<file path="src/rtl/countdown_pkg.sv">
// Shared widths, limits, state encoding and helpers for the countdown timer.
package countdown_pkg;

   localparam int HOUR_W  = 5;
   localparam int MIN_W   = 6;
   localparam int SEC_W   = 6;
   localparam int MS_W    = 10;

   localparam int MS_MAX  = 999;
   localparam int SEC_MAX = 59;
   localparam int MIN_MAX = 59;

   typedef enum logic [1:0] {
      IDLE,
      PAUSED,
      RUN,
      EXPIRED
   } state_t;

   typedef struct packed {
      logic [HOUR_W-1:0] hour;
      logic [MIN_W-1:0]  min;
      logic [SEC_W-1:0]  sec;
      logic [MS_W-1:0]   ms;
   } time_t;

   // Saturate each field independently so a bad preset never escapes the legal range.
   function automatic time_t clamp_time(input time_t t, input logic [HOUR_W-1:0] hour_max);
      time_t c;
      c = t;
      if (t.ms > MS_W'(MS_MAX)) c.ms = MS_W'(MS_MAX);
      if (t.sec > SEC_W'(SEC_MAX)) c.sec = SEC_W'(SEC_MAX);
      if (t.min > MIN_W'(MIN_MAX)) c.min = MIN_W'(MIN_MAX);
      if (t.hour > hour_max) c.hour = hour_max;
      return c;
   endfunction

endpackage

</file>
<file path="src/rtl/countdown_timer_ms_mod_down_counter.sv">
// Loadable modulo down-counter: wraps from 0 to MAX and flags the borrow.
module mod_down_counter
   import countdown_pkg::*;
#(
   parameter int WIDTH = 6,
   parameter int MAX   = 59
) (
   input  logic             clk_i,
   input  logic             reset_i,
   input  logic             load_i,
   input  logic [WIDTH-1:0] load_value_i,
   input  logic             dec_i,
   output logic [WIDTH-1:0] value_o,
   output logic             borrow_o
);

   always_ff @(posedge clk_i) begin
      if (reset_i) begin
         value_o <= '0;
      end else if (load_i) begin
         value_o <= load_value_i;
      end else if (dec_i) begin
         value_o <= (value_o == '0) ? WIDTH'(MAX) : value_o - 1'b1;
      end
   end

   assign borrow_o = dec_i && (value_o == '0);

endmodule

</file>
<file path="src/rtl/countdown_timer_ms.sv">
// hh:mm:ss.ms countdown timer with latched expiry flag.
// Define COUNTDOWN_AUTO_RELOAD_EN for periodic reload from the last preset with a one-cycle expiry pulse.
module countdown_timer_ms
   import countdown_pkg::*;
#(
   parameter int TICKS_PER_MS = 1,
   parameter int HOUR_MAX     = 23
) (
   input  logic              clk_i,
   input  logic              reset_i,
   input  logic              load_i,
   input  logic [HOUR_W-1:0] hour_set_i,
   input  logic [MIN_W-1:0]  min_set_i,
   input  logic [SEC_W-1:0]  sec_set_i,
   input  logic [MS_W-1:0]   ms_set_i,
   input  logic              start_stop_i,
   input  logic              ack_i,
   output logic [HOUR_W-1:0] hour_o,
   output logic [MIN_W-1:0]  min_o,
   output logic [SEC_W-1:0]  sec_o,
   output logic [MS_W-1:0]   ms_o,
   output logic              running_o,
   output logic              expired_o
);

   localparam int PRESC_W = (TICKS_PER_MS > 1) ? $clog2(TICKS_PER_MS) : 1;
   localparam logic [PRESC_W-1:0] PRESC_LAST = PRESC_W'(TICKS_PER_MS - 1);
   localparam logic [HOUR_W-1:0]  HOUR_LIMIT = HOUR_W'(HOUR_MAX);

   state_t state_q, state_d;
   logic expired_q, expired_d;
   logic [PRESC_W-1:0] presc_q;
   logic presc_clr;
   logic tick;
   logic cnt_load;
   logic cnt_dec;
   logic at_one;
   time_t raw_preset;
   time_t preset;
   time_t load_val;
   time_t cur;
   logic [HOUR_W-1:0] hour_q;
   logic ms_borrow, sec_borrow, min_borrow;

   assign raw_preset = {hour_set_i, min_set_i, sec_set_i, ms_set_i};
   assign preset     = clamp_time(raw_preset, HOUR_LIMIT);

`ifdef COUNTDOWN_AUTO_RELOAD_EN
   time_t shadow_q;

   always_ff @(posedge clk_i) begin
      if (reset_i) begin
         shadow_q <= '0;
      end else if (load_i) begin
         shadow_q <= preset;
      end
   end

   assign load_val = load_i ? preset : shadow_q;
`else
   assign load_val = preset;
`endif

   assign cur    = {hour_q, min_o, sec_o, ms_o};
   assign at_one = (hour_q == '0) && (min_o == '0) && (sec_o == '0) && (ms_o == MS_W'(1));
   assign tick   = (state_q == RUN) && (presc_q == PRESC_LAST);

   always_ff @(posedge clk_i) begin
      if (reset_i || presc_clr) begin
         presc_q <= '0;
      end else if (state_q == RUN) begin
         presc_q <= tick ? '0 : presc_q + 1'b1;
      end
   end

   always_ff @(posedge clk_i) begin
      if (reset_i) begin
         state_q   <= IDLE;
         expired_q <= 1'b0;
      end else begin
         state_q   <= state_d;
         expired_q <= expired_d;
      end
   end

   // EXPIRED is unreachable in auto-reload builds, so ack_i then has no effect.
   always_comb begin
      state_d   = state_q;
`ifdef COUNTDOWN_AUTO_RELOAD_EN
      expired_d = 1'b0;
`else
      expired_d = expired_q;
`endif
      presc_clr = 1'b0;
      cnt_load  = 1'b0;
      cnt_dec   = 1'b0;
      if (load_i) begin
         cnt_load  = 1'b1;
         presc_clr = 1'b1;
         expired_d = 1'b0;
         state_d   = (preset == '0) ? IDLE : PAUSED;
      end else if (ack_i && (state_q == EXPIRED)) begin
         state_d   = IDLE;
         expired_d = 1'b0;
      end else if (start_stop_i && (state_q == PAUSED)) begin
         state_d   = RUN;
         presc_clr = 1'b1;
      end else if (start_stop_i && (state_q == RUN)) begin
         state_d   = PAUSED;
      end else if (tick && (cur != '0)) begin
         if (at_one) begin
            expired_d = 1'b1;
`ifdef COUNTDOWN_AUTO_RELOAD_EN
            cnt_load  = 1'b1;
`else
            cnt_dec   = 1'b1;
            state_d   = EXPIRED;
`endif
         end else begin
            cnt_dec = 1'b1;
         end
      end
   end

   mod_down_counter #(.WIDTH(MS_W), .MAX(MS_MAX)) u_ms (
      .clk_i        (clk_i),
      .reset_i      (reset_i),
      .load_i       (cnt_load),
      .load_value_i (load_val.ms),
      .dec_i        (cnt_dec),
      .value_o      (ms_o),
      .borrow_o     (ms_borrow)
   );

   mod_down_counter #(.WIDTH(SEC_W), .MAX(SEC_MAX)) u_sec (
      .clk_i        (clk_i),
      .reset_i      (reset_i),
      .load_i       (cnt_load),
      .load_value_i (load_val.sec),
      .dec_i        (ms_borrow),
      .value_o      (sec_o),
      .borrow_o     (sec_borrow)
   );

   mod_down_counter #(.WIDTH(MIN_W), .MAX(MIN_MAX)) u_min (
      .clk_i        (clk_i),
      .reset_i      (reset_i),
      .load_i       (cnt_load),
      .load_value_i (load_val.min),
      .dec_i        (sec_borrow),
      .value_o      (min_o),
      .borrow_o     (min_borrow)
   );

   // A minute borrow implies a nonzero hour, since the counter never decrements from zero.
   always_ff @(posedge clk_i) begin
      if (reset_i) begin
         hour_q <= '0;
      end else if (cnt_load) begin
         hour_q <= load_val.hour;
      end else if (min_borrow) begin
         hour_q <= hour_q - 1'b1;
      end
   end

   assign hour_o    = hour_q;
   assign running_o = (state_q == RUN);
   assign expired_o = expired_q;

endmodule
</file>
<file path="config.mk">
export PLATFORM = sky130hd
export DESIGN_NAME = countdown_timer_ms
export DESIGN_NICKNAME = d
export VERILOG_FILES = /design/src/rtl/countdown_pkg.sv /design/src/rtl/countdown_timer_ms_mod_down_counter.sv /design/src/rtl/countdown_timer_ms.sv
export SDC_FILE = /design/constraint.sdc
export NUM_CORES = 1
export LEC_CHECK = 0
export CORE_MARGIN = 5
export CORE_UTILIZATION = 47
export DETAILED_ROUTE_END_ITERATION = 7
export GPL_TIMING_DRIVEN = 0
export HOLD_SLACK_MARGIN = 0.1
export PLACE_DENSITY = 0.78
export SLEW_MARGIN = 5
export SYNTH_ARGS = -nofsm -noshare
export SYNTH_HDL_FRONTEND = slang
export SYNTH_SLANG_ARGS = --single-unit
</file>
<file path="constraint.sdc">
create_clock -name clk_i -period 2.45 [get_ports clk_i]
set_clock_uncertainty 0.1 [all_clocks]
set_input_delay 0.245 -clock clk_i [delete_from_list [all_inputs] [get_ports clk_i]]
set_output_delay 0.245 -clock clk_i [all_outputs]
set_load 0.005 [all_outputs]
</file>
==> summary.md <==
| Metric | Value |
|---|---|
| Status | completed |
| Setup-failing EPs final | 0 |
| Initial antenna violation count | 0 |
| WL final | about 7.3 mm |
| Fin crit share | 0.925 |
| CTS tree | built |
| Cells on worst reg2reg path | 7 |
| Worst setup EP type | flip-flop |
| Hold path startpoint | expired_o |
| Worst-margin pin slew | roughly 710 ps |
| Yosys warning count | 0 |
| Max-cap violations | 0 |
| Synthesized Nets | around 330 |
| Wire per inst | roughly 17 um |
| Worst Hold Depth | 2 |
| Final hold vios | 0 |
| Clock network fraction of total power | 0.313 |
| Fmax | around 440 MHz |
| Worst Setup Path Type | flip-flop to flip-flop |
| RSZ-0062 raised after global routing | no |
| Layout cell share with drive strength beyond 1 | 0.0958 |
| Reg2Reg Setup Slack | approximately 180 ps |
| Area delta synth->final | 35.6% |
| Drt initial violations | 302 |
| Post-Syn Instances | 286 |
| Starting density of the core | 0.481 |
| NetSw | about 0.47 mW |
| Sw Ratio | 0.319 |
| WP data required | around 2500 ps |
| I/O Pins | 61 |
| Cell Area, Synth | around 0.0023 mm^2 |
| CTS buffer count | 5 |
| Setup tns final | 0 ps |
| Vias in the first global route | roughly 2,400 |
| Worst-path fanout max | 8 |
| # fillers | a little over 400 |
| Setup crit start kind | flip-flop |
| Count of cell types in the netlist | 69 |
| Core Region | 0.00472 mm^2 |
| Combinational group share of total power | 0.290 |
| Clk_lat worst skew | ~290 ps |
| Routed vias/inst | slightly above 6 |
| DRC viols | 0 |
| Slew headroom | 0.525 |
| Endpoint arrival time on the critical path | roughly 2300 ps |
| Die extent in x | slightly below 80 um |
| Slew Limit Fails | 0 |
| Row count | 25 |
| Area after DPL | approximately 0.0029 mm^2 |
| Root Buffer | clkbuf_8 |
| Register share of total power | 0.396 |
| Reg-to-Reg Start | u_ms.value_o[0] |
| Routed Antenna Nets | 0 |
| Yosys reg bits | 31 |
| Port bufs | 58 |
| Worst hold-check path type | flip-flop to flip-flop |
| Share of flip-flops with an asynchronous set or reset | 0 |
| Clock sinks | 31 |
| Hold endpoint | expired_o |
| Hold Buf Count CTS | 0 |
| Maximum number of pins on one net before global-route repair | 11 |
| Final antenna diode count | 0 |
| Nets | between 300 and 400 |
| CP startpoint | u_ms.value_o[0] |
| Shortest period the worst path allows | 2270 ps |
| Final Cell Area | 0.00308 mm^2 |
| Post-Syn Area per Cell | 7.94 um^2 |
| Synth Flop Type | dfxtp_1 |
| Pre-antenna DRT Iters | 5 |
| EDFF count, synth | 0 |
| Final Wtd Congestion | between 0.8 and 0.9 |
| H-Tree Depth | 2 |
| Leak pwr | between 1 and 1.5 nW |
| Longest Clk Path Bufs | 2 |
| Die H | 79.5 um |
| Global route total overflow | 0 |
| Internal Power | 0.998 mW |
| Placed wire-length estimate | 5.46 mm |
| Vias | between 2,000 and 3,000 |
| Global-route wire length before repair | between 10 and 15 mm |
| Total GRT Usage | 0.234 |
| Sequential area share after synthesis | 0.273 |
| PD cells | between 400 and 500 mW/mm^2 |
| Max VDD drop | approximately 0.24 mV |
| Clock Pin Slew Worst Setup and Hold Paths | 70 ps |
| Die area | 0.00633 mm^2 |
| RR Endpoint | u_sec.value_o[4] |
==> metal layers <==
metal	routed length [um]	up-vias	track usage
li1	-	1228	-
met1	3160	1193	0.314
met2	3300	137	0.366
met3	679	23	0.0497
met4	175	0	0.0859
met5	0	-	0
==> power groups by stage <==
stage | logic, mW | registers [mW] | clock network [mW]
floorplan | 0.231 | 0.586 | 0
global placement | 0.407 | 0.590 | 0
detailed placement | 0.413 | 0.591 | 0
CTS | 0.416 | 0.580 | 0.463
global route | 0.466 | 0.587 | 0.490
finish | 0.426 | 0.581 | 0.460
==> kinds of logic (layout without fill, tap and decap cells) <==
| logic type | count (synthesis) | after routing | share of synthesized area |
|---|---|---|---|
| AO/OA/AOI/OAI | 83 | 83 | 0.258 |
| flip-flops | 31 | 31 | 0.273 |
| buffers and inverters | 26 | 95 | 0.0507 |
| XOR/XNOR | 5 | 5 | 0.0193 |
| multiplexers | 4 | 4 | 0.0176 |
| AND/OR/NAND/NOR | 128 | 128 | 0.332 |
| adder cells (fa/ha/maj) | 9 | 9 | 0.0496 |
==> flip-flops by register name (all words and copies together) (netlist names) <==
register / flops
u_min.value_o: 6
u_ms.value_o: 10
state_q: 2
u_sec.value_o: 6
presc_q: 1
expired_o: 1
hour_o: 5
==> worst max path at each step <==
stage                       end  slack, ps  cells after the start
2_1_floorplan         hour_o[4]        380                      8
3_3_place_gp   u_min.value_o[1]       -190                      6
3_5_place_dp   u_min.value_o[1]       -200                      6
4_1_cts        u_min.value_o[1]        100                      6
5_1_grt               hour_o[0]          9                      7
6_report       u_sec.value_o[4]        180                      7
==> worst max-delay path, cell delays in order, from the launching register on <==
cell,delay (ps)
dfxtp_1,360
inv_1,130
ha_1,210
nor3b_4,300
nand4_1,360
nor2_4,330
a31oi_1,110
a221o_1,260
==> cell usage after synthesis, types with 2 or more instances <==
cell type,number,share of area
a211oi_1,5,0.017
a21o_1,2,0.0066
a21oi_1,25,0.055
a311oi_1,3,0.012
a31oi_1,7,0.019
a41o_1,2,0.0088
and3_1,7,0.019
buf_2,2,0.0044
clkbuf_1,8,0.013
dfxtp_1,31,0.27
ha_1,9,0.050
inv_1,12,0.020
mux2i_1,4,0.018
nand2_1,25,0.041
nand3_1,11,0.024
nand4_1,10,0.028
nor2_1,22,0.036
nor2b_1,7,0.019
nor3_1,14,0.031
nor4_1,7,0.019
nor4_2,3,0.017
o211ai_1,3,0.0099
o21ai_0,7,0.015
o21ai_1,3,0.0066
o21bai_1,2,0.0066
o311a_1,2,0.0088
o31a_1,4,0.015
o31ai_1,3,0.0099
or3_1,2,0.0055
or4_1,2,0.0066
xnor2_1,2,0.0077
xor2_1,3,0.012
==> per-stage QoR <==
step	power [mW]	instances	worst slack [ps]	hold WS [ps]	utilization
global placement	0.998	411	-193	349	0.622
global route	1.54	422	8.52	424	0.652
floorplan	0.817	286	376	254	-
detailed placement	1.00	411	-197	355	0.622
CTS	1.46	419	98.0	372	0.643
finish	1.47	422	185	371	0.652
==> cell usage in the layout (no fill, tap or decap), drive strengths merged, types with 3 or more instances in the layout <==
cell / synthesis / final
a31oi: 7 / 7
mux2i: 4 / 4
a311oi: 4 / 4
nor2: 23 / 23
xor2: 3 / 3
a211oi: 5 / 5
ha: 9 / 9
nor4: 11 / 11
o31a: 4 / 4
inv: 12 / 12
and3: 7 / 7
clkbuf: 9 / 17
nand2: 25 / 25
buf: 4 / 7
a21oi: 26 / 26
o21ai: 10 / 10
or4: 3 / 3
nand4: 11 / 11
o211ai: 3 / 3
nand3: 12 / 12
nor3: 15 / 15
dfxtp: 31 / 31
o31ai: 3 / 3
nor2b: 7 / 7
clkdlybuf4s50: 0 / 58
==> area by class of cell <==
type / instances / area [um^2] / share of cell area
Multi-Input combinational cell: 229 / 1560 / 0.506
Sequential cell: 31 / 621 / 0.201
Timing Repair Buffer: 61 / 603 / 0.196
Clock buffer: 8 / 100 / 0.0325
Tap cell: 67 / 83.8 / 0.0272
Buffer: 13 / 66.3 / 0.0215
Inverter: 13 / 48.8 / 0.0158
==> what timing repair did <==
item / in CTS / in global routing
hold endpoints to repair: 0 / 0
setup buffers: 0 / 3
setup endpoints to repair: 0 / 11
resized for setup: 0 / 4
Note: power is estimated with default switching activity, not from simulation.
